$ cat src/rtl/text_console_pkg.sv
// Shared definitions for the text console: command codes, geometry
// defaults, FSM state and the cursor operation selector.
package text_console_pkg;

    localparam int DEFAULT_COLS = 80;
    localparam int DEFAULT_ROWS = 30;
    localparam logic [3:0] DEFAULT_BLANK = 4'h0;

    localparam int ADDR_W  = 12;
    localparam int GLYPH_W = 4;
    localparam int CODE_W  = 5;

    // Codes 0..15 print the glyph of the same value; 20..31 are consumed silently
    typedef enum logic [CODE_W-1:0] {
        CMD_GLYPH_LO = 5'd0,
        CMD_GLYPH_HI = 5'd15,
        CMD_NEWLINE  = 5'd16,
        CMD_BKSP     = 5'd17,
        CMD_CLEAR    = 5'd18,
        CMD_HOME     = 5'd19
    } cmd_code_e;

    typedef enum logic [0:0] {
        ST_IDLE,
        ST_CLEAR
    } state_e;

    typedef enum logic [2:0] {
        OP_NONE,
        OP_ADVANCE,
        OP_NEWLINE,
        OP_RETREAT,
        OP_HOME
    } cursor_op_e;

    // Glyph codes are exactly those with the top bit clear
    function automatic logic is_glyph(input logic [CODE_W-1:0] code);
        return ~code[CODE_W-1];
    endfunction

endpackage

$ cat src/rtl/text_console_cursor.sv
// Cursor position tracker. Keeps column, row and the matching linear cell
// address in lockstep so the write address never needs a multiplier.
module text_cursor
    import text_console_pkg::*;
#(
    parameter int COLS = DEFAULT_COLS,
    parameter int ROWS = DEFAULT_ROWS,
    localparam int COL_W = $clog2(COLS),
    localparam int ROW_W = $clog2(ROWS)
) (
    input  logic              clk,
    input  logic              rst_n,
    input  cursor_op_e        op,
    output logic [COL_W-1:0]  col,
    output logic [ROW_W-1:0]  row,
    output logic [ADDR_W-1:0] write_addr,
    output logic              at_origin
);

    localparam logic [COL_W-1:0]  LAST_COL = COL_W'(COLS - 1);
    localparam logic [ROW_W-1:0]  LAST_ROW = ROW_W'(ROWS - 1);
    localparam logic [ADDR_W-1:0] COLS_A   = ADDR_W'(COLS);

    logic [ADDR_W-1:0] addr;
    logic [ADDR_W-1:0] col_ext;

    assign col_ext   = ADDR_W'(col);
    assign at_origin = (addr == '0);

    // A retreat writes the cell it lands on; everything else writes under the cursor
    assign write_addr = (op == OP_RETREAT) ? addr - ADDR_W'(1) : addr;

    // Apply the requested move to column, row and linear address together
    always_ff @(posedge clk or negedge rst_n) begin
        if (!rst_n) begin
            col  <= '0;
            row  <= '0;
            addr <= '0;
        end else begin
            unique case (op)
                OP_ADVANCE: begin
                    if (col == LAST_COL) begin
                        col <= '0;
                        if (row == LAST_ROW) begin
                            row  <= '0;
                            addr <= '0;
                        end else begin
                            row  <= row + ROW_W'(1);
                            addr <= addr + ADDR_W'(1);
                        end
                    end else begin
                        col  <= col + COL_W'(1);
                        addr <= addr + ADDR_W'(1);
                    end
                end
                OP_NEWLINE: begin
                    col <= '0;
                    if (row == LAST_ROW) begin
                        row  <= '0;
                        addr <= '0;
                    end else begin
                        row  <= row + ROW_W'(1);
                        addr <= addr + (COLS_A - col_ext);
                    end
                end
                OP_RETREAT: begin
                    if (!at_origin) begin
                        if (col == '0) begin
                            col <= LAST_COL;
                            row <= row - ROW_W'(1);
                        end else begin
                            col <= col - COL_W'(1);
                        end
                        addr <= addr - ADDR_W'(1);
                    end
                end
                OP_HOME: begin
                    col  <= '0;
                    row  <= '0;
                    addr <= '0;
                end
                default: begin
                    col  <= col;
                    row  <= row;
                    addr <= addr;
                end
            endcase
        end
    end

endmodule

$ cat src/rtl/text_console.sv
// Command-driven console front end. Accepts glyph/control commands over a
// valid/ready handshake, moves the cursor and issues one registered write
// per cycle into the text buffer. A full-screen blank runs after reset and
// on every clear command; commands are held off while it runs.
module text_console
    import text_console_pkg::*;
#(
    parameter int COLS = DEFAULT_COLS,
    parameter int ROWS = DEFAULT_ROWS,
    parameter logic [GLYPH_W-1:0] BLANK = DEFAULT_BLANK,
    localparam int COL_W = $clog2(COLS),
    localparam int ROW_W = $clog2(ROWS)
) (
    input  logic               clk,
    input  logic               rst_n,
    input  logic               cmd_valid,
    output logic               cmd_ready,
    input  logic [CODE_W-1:0]  cmd_code,
    output logic [GLYPH_W-1:0] new_char,
    output logic [ADDR_W-1:0]  waddr,
    output logic               text_en,
    output logic [COL_W-1:0]   cursor_col,
    output logic [ROW_W-1:0]   cursor_row
);

    localparam logic [ADDR_W-1:0] LAST_ADDR = ADDR_W'(COLS * ROWS - 1);

    state_e            state;
    logic [ADDR_W-1:0] clr_cnt;
    logic              accept;
    cursor_op_e        op;
    logic [ADDR_W-1:0] cur_write_addr;
    logic              at_origin;

    assign cmd_ready = (state == ST_IDLE);
    assign accept    = cmd_valid & cmd_ready;

    text_cursor #(
        .COLS (COLS),
        .ROWS (ROWS)
    ) u_cursor (
        .clk        (clk),
        .rst_n      (rst_n),
        .op         (op),
        .col        (cursor_col),
        .row        (cursor_row),
        .write_addr (cur_write_addr),
        .at_origin  (at_origin)
    );

    // Translate an accepted command into a cursor move; clear also homes the cursor
    always_comb begin
        op = OP_NONE;
        if (accept) begin
            if (is_glyph(cmd_code)) begin
                op = OP_ADVANCE;
            end else begin
                case (cmd_code)
                    CMD_NEWLINE:         op = OP_NEWLINE;
                    CMD_BKSP:            op = at_origin ? OP_NONE : OP_RETREAT;
                    CMD_CLEAR, CMD_HOME: op = OP_HOME;
                    default:             op = OP_NONE;
                endcase
            end
        end
    end

    // Control FSM: runs the blanking sweep and registers the text buffer write port
    always_ff @(posedge clk or negedge rst_n) begin
        if (!rst_n) begin
            state    <= ST_CLEAR;
            clr_cnt  <= '0;
            text_en  <= 1'b0;
            waddr    <= '0;
            new_char <= '0;
        end else begin
            text_en <= 1'b0;
            unique case (state)
                ST_CLEAR: begin
                    text_en  <= 1'b1;
                    waddr    <= clr_cnt;
                    new_char <= BLANK;
                    if (clr_cnt == LAST_ADDR) begin
                        state   <= ST_IDLE;
                        clr_cnt <= '0;
                    end else begin
                        clr_cnt <= clr_cnt + ADDR_W'(1);
                    end
                end
                ST_IDLE: begin
                    if (accept) begin
                        if (is_glyph(cmd_code)) begin
                            text_en  <= 1'b1;
                            waddr    <= cur_write_addr;
                            new_char <= cmd_code[GLYPH_W-1:0];
                        end else if (cmd_code == CMD_BKSP && !at_origin) begin
                            text_en  <= 1'b1;
                            waddr    <= cur_write_addr;
                            new_char <= BLANK;
                        end else if (cmd_code == CMD_CLEAR) begin
                            // Address 0 goes out on the accept edge; the sweep continues from 1
                            text_en  <= 1'b1;
                            waddr    <= '0;
                            new_char <= BLANK;
                            state    <= ST_CLEAR;
                            clr_cnt  <= ADDR_W'(1);
                        end
                    end
                end
                default: begin
                    state <= ST_CLEAR;
                end
            endcase
        end
    end

endmodule

$ cat config.mk
export PLATFORM = sky130hd
export DESIGN_NAME = text_console
export DESIGN_NICKNAME = d
export VERILOG_FILES = /design/src/rtl/text_console_pkg.sv /design/src/rtl/text_console_cursor.sv /design/src/rtl/text_console.sv
export SDC_FILE = /design/constraint.sdc
export NUM_CORES = 1
export LEC_CHECK = 0
export BUFFER_PORTS_ARGS = -buffer_cell sky130_fd_sc_hd__buf_2
export CORE_MARGIN = 2
export CORE_UTILIZATION = 45
export DETAILED_ROUTE_END_ITERATION = 12
export HOLD_SLACK_MARGIN = 0.03
export MAX_ROUTING_LAYER = met4
export PLACE_DENSITY = 0.6
export SLEW_MARGIN = 5
export SYNTH_ARGS = -nofsm -noshare
export SYNTH_HDL_FRONTEND = slang
export SYNTH_HIERARCHICAL = 1
export SYNTH_SLANG_ARGS = --single-unit
$ cat constraint.sdc
create_clock -name clk -period 5.2 [get_ports clk]
set_input_delay 1.04 -clock clk [delete_from_list [all_inputs] [get_ports clk]]
set_output_delay 1.04 -clock clk [all_outputs]
set_load 0.02 [all_outputs]
==> impl_metrics.env, run 1 <==
export IMPL_critical_path_slowest_cell="or4_1"
export IMPL_cp_max_fo=17
export IMPL_hold_end="new_char[2]$_DFFE_PN0P_"
export IMPL_grt_pass1_wl_mm=18.87
export IMPL_hold_depth=1
export IMPL_grt_overflow_total=0
export IMPL_synth_cell_types=76
export IMPL_rsz0062_at_grt="no"
export IMPL_cts_tree="yes"
export IMPL_critPathArrivalTime_ps=4200
export IMPL_vias=4090
export IMPL_worstMarginPinSlew_ps=990.3
export IMPL_cts_clk_slew_worst_paths_ps=110
export IMPL_reg2reg_depth=11
export IMPL_synth_warnings=6
export IMPL_wl_per_cell_um=16.55
export IMPL_hpwlAfterDp_mm=8.075
export IMPL_post_cts_resized=0
export IMPL_syn_area_um2=4427
export IMPL_finalCritPeriodShare_pct=76.80
export IMPL_status="finished, final reports clean"
export IMPL_cts_buffer_depth=2
export IMPL_ir_drop_mv=0.1054
export IMPL_clkLatencyLatePin_ps=330
export IMPL_pin_count=38
export IMPL_routed_wl_mm=11.27
export IMPL_dieHeight_um=103.2
export IMPL_worstPathCellList="or4_1, nor4_2, nor3b_2, nand2_1, a21oi_1, or3b_2, o311a_1, or4_1, o21ai_0, and3_1, o22ai_1"
export IMPL_critPathKind="flip-flop to flip-flop"
export IMPL_synthToLayoutAreaGrowth_pct=7.207
export IMPL_drtIter0Drc=478
export IMPL_groute_usage_overall_pct=23.03
export IMPL_cp_required_ps=5410
export IMPL_grt_met1_usage_pct=31.27
export IMPL_synth_edf_count=0
export IMPL_die_area_um2=10650
export IMPL_detail_route_first_pass_iterations=5
export IMPL_r2r_start="u_cursor/addr[6]$_DFFE_PN0P_"
export IMPL_final_setup_tns_ps=0
export IMPL_leakagePower_nw=2.065
export IMPL_initial_utilization_pct=45.92
export IMPL_drive_gt1_share_pct=12.59
export IMPL_ys_seq_elements=54
export IMPL_endpoint_kind="flip-flop"
export IMPL_postRouteAntennaNets=0
export IMPL_critPathMaxStageDelay_ps=640
export IMPL_maxClockFrequency_mhz=250.4
export IMPL_placed_cell_area_um2=4656
export IMPL_drc=0
export IMPL_cts_sinks=54
export IMPL_gp_congestion=0.8824
export IMPL_fp_coreArea_um2=9639
export IMPL_syn_num_nets=562
export IMPL_synth_main_ff_cell="dfrtp_1"
export IMPL_grt_max_degree=55
export IMPL_hold_violations=0
export IMPL_use_met3_pct=2.688
export IMPL_power_density_nw_per_um2=152.3
export IMPL_r2r_end="u_cursor/addr[8]$_DFFE_PN0P_"
export IMPL_syn_instance_count=531
export IMPL_met2_usage_pct=36.26
export IMPL_antenna_found_initial=0
export IMPL_crit_path_start_kind="flip-flop"
export IMPL_crit_top_cell="or4_1"
export IMPL_crit_start="u_cursor/addr[6]$_DFFE_PN0P_"
export IMPL_grt_pass1_vias=3782
export IMPL_final_cell_area_um2=4746
export IMPL_antenna_cells=0
export IMPL_timing_hold_ws_ps=484.8
export IMPL_portBuffers=37
export IMPL_cts_root_buffer="clkbuf_8"
export IMPL_slew_viol_final=0
export IMPL_ff2ff_setup_slack_ps=1210
export IMPL_synth_area_per_cell_um2=8.337
export IMPL_vias_per_cell=6.006
export IMPL_numCtsBuffers=5
export IMPL_setup_violations=0
export IMPL_clock_skew_ps=12.61
export IMPL_slew_headroom_pct=33.38
export IMPL_drv_cap=0
export IMPL_min_from="new_char[2]$_DFFE_PN0P_"
export IMPL_fp_dieW_um=103.2
export IMPL_mostFrequentLayoutCell="dfrtp_1"
export IMPL_synth_seq_area_share_pct=30.55
export IMPL_std_cell_rows=36
export IMPL_htree_levels=2
export IMPL_async_reset_ff_share_pct=100.0
export IMPL_grt_busiest_layer="met2"
export IMPL_finalNetCount=578
export IMPL_period_minus_slack_ps=3994
export IMPL_most_common_layout_cells="53 x dfrtp_1, 48 x nand2_1, 46 x o21ai_0"
export IMPL_hold_class="flip-flop to flip-flop"
export IMPL_post_cts_buffers=0
export IMPL_hold_buffers=0
[synth_stat cells (15+ instances only)]
cell      instances  area, um2
clkbuf_1         17      63.81
ha_1             22      275.3
o21ai_0          46      230.2
nor3_1           15      75.07
nand2_1          48      180.2
xnor2_1          19      166.4
mux2_1           15      168.9
nor2_1           43      161.4
dfrtp_1          53       1326
a21oi_1          36      180.2
inv_1            18      67.56
nand3_1          18      90.09
[flip-flops by register name (all words and copies together) (netlist names)]
signal         flops
new_char           4
text_en            1
clr_cnt           12
u_cursor/col       7
waddr             12
state              1
u_cursor/row       5
u_cursor/addr     12
[logic make-up after synthesis]
group	Yosys count	synth area share (%)
and+or+nand+nor	183	21.37
AOI/OAI and AO/OA	159	23.06
DFF	54	30.55
buffers and inverters	53	5.427
xor gates and xnor gates	31	6.133
muxes	28	6.784
adders and majority gates	23	6.670
[worst max path at each step]
stage / to / slack, ps
after CTS: u_cursor/addr[8]$_DFFE_PN0P_ / 1200
after floorplan: waddr[2]$_DFFE_PN0P_ / 1570
after global placement: waddr[9]$_DFFE_PN0P_ / 1240
after detailed placement: waddr[9]$_DFFE_PN0P_ / 1140
after global routing: u_cursor/addr[8]$_DFFE_PN0P_ / 870
final: u_cursor/addr[8]$_DFFE_PN0P_ / 1210
[layout make-up]
| type | count | area, um2 |
|---|---|---|
| Fill cell | 957 | 4893 |
| Multi-Input combinational cell | 424 | 2835 |
| Sequential cell | 54 | 1353 |
| Timing Repair Buffer | 43 | 230.2 |
| Tap cell | 133 | 166.4 |
| Inverter | 19 | 71.32 |
| Clock buffer | 5 | 68.82 |
| Clock inverter | 3 | 21.27 |
[power breakdown]
part | internal (W) | leakage [nW] | total (W) | switching [W]
Combinational | 0.0000152 | 1.33 | 0.0000438 | 0.0000286
Sequential | 0.000421 | 0.690 | 0.000426 | 0.00000491
Clock | 0.0000953 | 0.0441 | 0.000253 | 0.000157
[layer usage]
metal	wire, um	part of all wire (%)
met1	5166	46
met2	5294	47
met3	615	5.5
met4	193	1.7
met5	0	0
[through the flow]
stage / total power, W / util [%] / std cells / worst slack [ps]
2_1_floorplan: 0.0004584 / - / 531 / 1565
3_3_place_gp: 0.0004777 / 48.30 / 673 / 1240
3_5_place_dp: 0.0004787 / 48.30 / 673 / 1136
4_1_cts: 0.0007329 / 49.23 / 681 / 1197
5_1_grt: 0.0007578 / 49.23 / 681 / 867.8
6_report: 0.0007226 / 49.23 / 681 / 1206
[critical path: cells and delay by family (launching register included)]
kind / cells / cell delay, ps
simple gates: 7 / 2640
flops: 1 / 580
compound gates: 4 / 650
Note: power is estimated with default switching activity, not from simulation.
==> run 2: changes to the inputs <==
- clock period: 5.2 -> 4.2 ns (I/O delays scaled with it)
==> run 2 against run 1 <==
Count of clock-buffer cells in the layout did not move. Die area stayed put. Routed wire length grew 8.2%. First-iteration DRC count down 37%. Sequential cell count is the same. Critical endpoint unchanged.
==> impl_metrics.env, run 2 (synthesis gave the netlist of run 1 again) <==
export IMPL_status="finished, final reports clean"
export IMPL_postRouteAntennaNets=0
export IMPL_endpoint_kind="flip-flop"
export IMPL_setup_violations=0
export IMPL_maxClockFrequency_mhz=261.7
export IMPL_vias_per_cell=6.099
export IMPL_cts_buffer_depth=2
export IMPL_clkLatencyLatePin_ps=330
export IMPL_multi_input_comb_area_um2=2835
export IMPL_antenna_found_initial=0
export IMPL_hold_violations=0
export IMPL_top_regs="clr_cnt x12, u_cursor/addr x12, waddr x12"
export IMPL_post_cts_buffers=0
export IMPL_leakagePower_nw=2.106
export IMPL_hold_class="flip-flop to flip-flop"
export IMPL_placed_cell_area_um2=4716
export IMPL_critical_path_slowest_cell="or4_1"
export IMPL_final_cell_area_um2=4806
export IMPL_timing_hold_ws_ps=488.2
export IMPL_pre_cts_ws_ps=397.6
export IMPL_htree_levels=2
export IMPL_initial_utilization_pct=45.92
export IMPL_crit_top_cell="or4_1"
export IMPL_mostFrequentLayoutCell="dfrtp_1"
export IMPL_timing_final_ws_setup_ps=378.9
export IMPL_grt_max_degree=32
export IMPL_vias=4202
export IMPL_slew_viol_final=0
export IMPL_cts_clk_slew_worst_paths_ps=110
export IMPL_power_density_nw_per_um2=186.5
export IMPL_critPathArrivalTime_ps=4020
export IMPL_pin_count=38
export IMPL_dieHeight_um=103.2
export IMPL_gp_congestion=0.9321
export IMPL_crit_path_start_kind="flip-flop"
export IMPL_die_area_um2=10650
export IMPL_drtIter0Drc=300
export IMPL_antenna_cells=0
export IMPL_worstMarginPinSlew_ps=949.2
export IMPL_cts_sinks=54
export IMPL_fp_dieW_um=103.2
export IMPL_drc=0
export IMPL_final_setup_tns_ps=0
export IMPL_fp_coreArea_um2=9639
export IMPL_routed_wl_mm=12.19
export IMPL_wl_per_cell_um=17.70
export IMPL_portBuffers=37
export IMPL_groute_usage_overall_pct=24.50
export IMPL_fillers=988
export IMPL_clock_skew_ps=11.09
export IMPL_grt_pass1_wl_mm=19.92
export IMPL_cts_root_buffer="clkbuf_8"
export IMPL_drv_cap=0
export IMPL_finalNetCount=586
export IMPL_crit_buf_inv=0
export IMPL_numCtsBuffers=5
export IMPL_most_common_layout_cells="53 x dfrtp_1, 48 x nand2_1, 46 x o21ai_0"
export IMPL_slew_headroom_pct=36.16
export IMPL_grt_pass1_vias=3960
export IMPL_critPathMaxStageDelay_ps=610
export IMPL_post_cts_resized=0
export IMPL_drive_gt1_share_pct=13.85
export IMPL_synthToLayoutAreaGrowth_pct=8.564
export IMPL_detail_route_first_pass_iterations=8
export IMPL_register_area_um2=1353
export IMPL_critical_path_top_delay_family="simple AND/OR/NAND/NOR gates"
export IMPL_period_minus_slack_ps=3821
export IMPL_worstPathCellList="or4_1, nor4_2, nor3b_2, nand2_1, a21oi_1, or3b_2, o311a_1, or4_1, o21ai_0, and3_1, o22ai_1"
export IMPL_rsz0062_at_grt="no"
export IMPL_hpwlAfterDp_mm=8.743
export IMPL_ir_drop_mv=0.1175
export IMPL_grt_overflow_total=0
export IMPL_hold_buffers=0
export IMPL_cp_max_fo=10
export IMPL_critPathKind="flip-flop to flip-flop"
export IMPL_std_cell_rows=36
export IMPL_cp_required_ps=4400
export IMPL_finalCritPeriodShare_pct=90.98
export IMPL_cts_tree="yes"
==> run 2: changes by cell type in the layout (fill, tap and decap cells not counted) <==
cell / before / now
buf_4: 6 / 14
==> run 2: final timing paths <==
check                                        startpoint  depth (start not counted)                            to  slack (ps)
setup / recovery           u_cursor/addr[4]$_DFFE_PN0P_                         11  u_cursor/addr[8]$_DFFE_PN0P_         380
hold / removal                  new_char[1]$_DFFE_PN0P_                          1       new_char[1]$_DFFE_PN0P_         490
setup reg to reg           u_cursor/addr[4]$_DFFE_PN0P_                         11  u_cursor/addr[8]$_DFFE_PN0P_         380
hold reg to reg                 new_char[1]$_DFFE_PN0P_                          1       new_char[1]$_DFFE_PN0P_         490
max in group asynchronous                         rst_n                          2               state$_DFF_PN1_        2810
min in group asynchronous                         rst_n                          1       new_char[0]$_DFFE_PN0P_         510
==> run 2: worst reg2reg max path, delay by kind of cell, from the launching register on <==
family,cells,cell delay [ps]
and+or+nand+nor,7,2570
AOI/OAI and AO/OA,4,640
DFF,1,500
==> run 2: layer usage <==
metal,global-route usage [%],share of wire (%),up-vias
li1,-,-,2016
met1,31.93,45,2013
met2,38.96,47,148
met3,3.562,5.8,25
met4,8.704,2.2,0
met5,-,0,-
==> run 2: through the flow <==
step / utilization (%) / total power, W / instances
final: 49.86 / 0.0008963 / 689
after CTS: 49.86 / 0.0009134 / 689
after global routing: 49.86 / 0.0009399 / 689
after global placement: 48.92 / 0.0005939 / 681
after detailed placement: 48.92 / 0.0005945 / 681
after floorplan: - / 0.0005676 / 531
==> run 2: power breakdown <==
group / total [W] / internal [W] / switching (W)
Clock: 0.000312 / 0.000118 / 0.000194
Combinational: 0.0000576 / 0.0000193 / 0.0000383
Sequential: 0.000526 / 0.000522 / 0.00000476
Total: 0.000896 / 0.000659 / 0.000237
==> run 2: area by class of cell <==
type / count / area share (%)
clock buffer: 5 / 1.432
timing repair buffer: 51 / 6.040
clock inverter: 3 / 0.4426
sequential: 54 / 28.14
multi-input combinational: 424 / 59.00
tap: 133 / 3.463
inverter: 19 / 1.484
==> run 3: changes to the inputs <==
- BUFFER_PORTS_ARGS: -buffer_cell sky130_fd_sc_hd__buf_2 -> -buffer_cell sky130_fd_sc_hd__clkbuf_2
==> run 3 against run 2 <==
First-iteration DRC count is 20% lower. Maximum frequency is 0.78% higher. Count of clock-buffer cells in the layout stayed put. Via count is 1.9% lower. Clock skew is 1.1 ps lower. Cell area is 0.31% lower. Sequential share of layout area is 0.088 points higher. Critical endpoint unchanged.
==> impl_metrics.env, run 3 (synthesis gave the netlist of run 1 again) <==
export IMPL_status="finished, final reports clean"
export IMPL_vias=4123
export IMPL_critPathKind="flip-flop to flip-flop"
export IMPL_ir_drop_mv=0.1256
export IMPL_hold_violations=0
export IMPL_pin_count=38
export IMPL_setup_violations=0
export IMPL_hold_buffers=0
export IMPL_p_total_w=0.0008919
export IMPL_antenna_found_initial=0
export IMPL_crit_buf_inv=0
export IMPL_final_cell_area_um2=4791
export IMPL_drv_cap=0
export IMPL_critical_path_slowest_cell="or4_1"
export IMPL_fp_coreArea_um2=9639
export IMPL_critPathArrivalTime_ps=3990
export IMPL_grt_overflow_total=0
export IMPL_most_common_layout_cells="53 x dfrtp_1, 48 x nand2_1, 46 x o21ai_0"
export IMPL_power_share_clock_pct=34.7
export IMPL_critPathMaxStageDelay_ps=570
export IMPL_wl_per_cell_um=16.78
export IMPL_dieHeight_um=103.2
export IMPL_clock_skew_ps=9.959
export IMPL_cts_sinks=54
export IMPL_timing_final_ws_setup_ps=408.6
export IMPL_hpwlAfterDp_mm=8.444
export IMPL_postRouteAntennaNets=0
export IMPL_rsz0062_at_grt="no"
export IMPL_hold_class="flip-flop to flip-flop"
export IMPL_combPwrFrac_pct=6.2
export IMPL_maxClockFrequency_mhz=263.8
export IMPL_p_switching_w=0.0002332
export IMPL_cts_clk_slew_worst_paths_ps=110
export IMPL_post_cts_resized=0
export IMPL_period_minus_slack_ps=3791
export IMPL_drive_gt1_share_pct=13.54
export IMPL_fillers=969
export IMPL_die_area_um2=10650
export IMPL_gp_congestion=0.8946
export IMPL_detail_route_first_pass_iterations=5
export IMPL_slew_viol_final=0
export IMPL_cts_tree="yes"
export IMPL_cp_required_ps=4400
export IMPL_p_int_w=0.0006587
export IMPL_mostFrequentLayoutCell="dfrtp_1"
export IMPL_placed_cell_area_um2=4701
export IMPL_antenna_cells=0
export IMPL_htree_levels=2
export IMPL_worstMarginPinSlew_ps=902.7
export IMPL_seqPwrFrac_pct=59.1
export IMPL_grt_max_degree=35
export IMPL_clkLatencyLatePin_ps=320
export IMPL_std_cell_rows=36
export IMPL_crit_path_start_kind="flip-flop"
export IMPL_drtIter0Drc=240
export IMPL_endpoint_kind="flip-flop"
export IMPL_final_setup_tns_ps=0
export IMPL_top_regs="clr_cnt x12, u_cursor/addr x12, waddr x12"
export IMPL_final_cell_count_no_fill=687
export IMPL_finalCritPeriodShare_pct=90.27
export IMPL_netSwitchingFraction_pct=26.15
export IMPL_fp_dieW_um=103.2
export IMPL_cp_max_fo=11
export IMPL_initial_utilization_pct=45.92
export IMPL_grt_pass1_wl_mm=18.69
export IMPL_synthToLayoutAreaGrowth_pct=8.225
export IMPL_leakagePower_nw=2.083
export IMPL_cts_root_buffer="clkbuf_8"
export IMPL_critical_path_top_delay_family="simple AND/OR/NAND/NOR gates"
export IMPL_drc=0
export IMPL_slew_headroom_pct=39.28
export IMPL_power_density_nw_per_um2=186.2
export IMPL_vias_per_cell=6.001
export IMPL_cts_buffer_depth=2
export IMPL_dp_cells=679
export IMPL_groute_usage_overall_pct=22.96
export IMPL_pre_cts_ws_ps=423.9
export IMPL_worstPathCellList="or4_1, nor4_2, nor3b_2, nand2_1, a21oi_1, or3b_2, o311a_1, or4_1, o21ai_0, and3_1, o22ai_1"
export IMPL_post_cts_buffers=0
export IMPL_routed_wl_mm=11.53
export IMPL_finalNetCount=584
export IMPL_crit_top_cell="or4_1"
export IMPL_grt_pass1_vias=3699
export IMPL_portBuffers=37
export IMPL_numCtsBuffers=5
[run 3: cell count changes in the layout (fill, tap and decap cells not counted)]
cell      delta
buf_2       -37
clkbuf_2    +37
buf_4        -2
[run 3: worst register-to-register path, cell delays in order, from the launching register on]
cell and delay [ps]:
dfrtp_1 520, or4_1 570, nor4_2 520, nor3b_2 130, nand2_1 90, a21oi_1 190, or3b_2 570, o311a_1 280
or4_1 500, o21ai_0 80, and3_1 170, o22ai_1 70
[run 3: worst paths after layout]
kind / from / to / slack [ps] / depth (start not counted)
setup / recovery: u_cursor/addr[3]$_DFFE_PN0P_ / u_cursor/addr[8]$_DFFE_PN0P_ / 410 / 11
hold / removal: waddr[3]$_DFFE_PN0P_ / waddr[3]$_DFFE_PN0P_ / 490 / 1
setup reg to reg: u_cursor/addr[3]$_DFFE_PN0P_ / u_cursor/addr[8]$_DFFE_PN0P_ / 410 / 11
hold reg to reg: waddr[3]$_DFFE_PN0P_ / waddr[3]$_DFFE_PN0P_ / 490 / 1
max in group asynchronous: rst_n / waddr[5]$_DFFE_PN0P_ / 2770 / 2
min in group asynchronous: rst_n / new_char[1]$_DFFE_PN0P_ / 630 / 1
[run 3: layout make-up]
cell class,count,area (um2),share of cell area (%)
sequential,54,1353,28.23
tap,133,166.4,3.474
clock inverter,3,21.27,0.4440
multi-input combinational,424,2835,59.18
inverter,19,71.32,1.489
clock buffer,5,68.82,1.436
timing repair buffer,49,275.3,5.746
[run 3: stage by stage]
| stage | hold slack, ps | utilization, % |
|---|---|---|
| 6_report | 491.4 | 49.70 |
| 2_1_floorplan | 509.0 | - |
| 4_1_cts | 499.3 | 49.70 |
| 5_1_grt | 518.9 | 49.70 |
| 3_3_place_gp | 468.1 | 48.77 |
| 3_5_place_dp | 475.0 | 48.77 |
[run 3: power groups by stage]
stage	logic [W]	clock network [W]	registers, W
detailed placement	0.0000561	0	0.000537
global route	0.0000637	0.000347	0.000528
CTS	0.0000564	0.000322	0.000527
floorplan	0.0000323	0	0.000535
global placement	0.0000557	0	0.000537
finish	0.0000556	0.000310	0.000527
[run 3: routing by layer]
metal,wire length [um],global-route usage (%)
met1,5322,30.93
met2,5464,36.71
met3,577,2.890
met4,166,6.073
met5,0,-
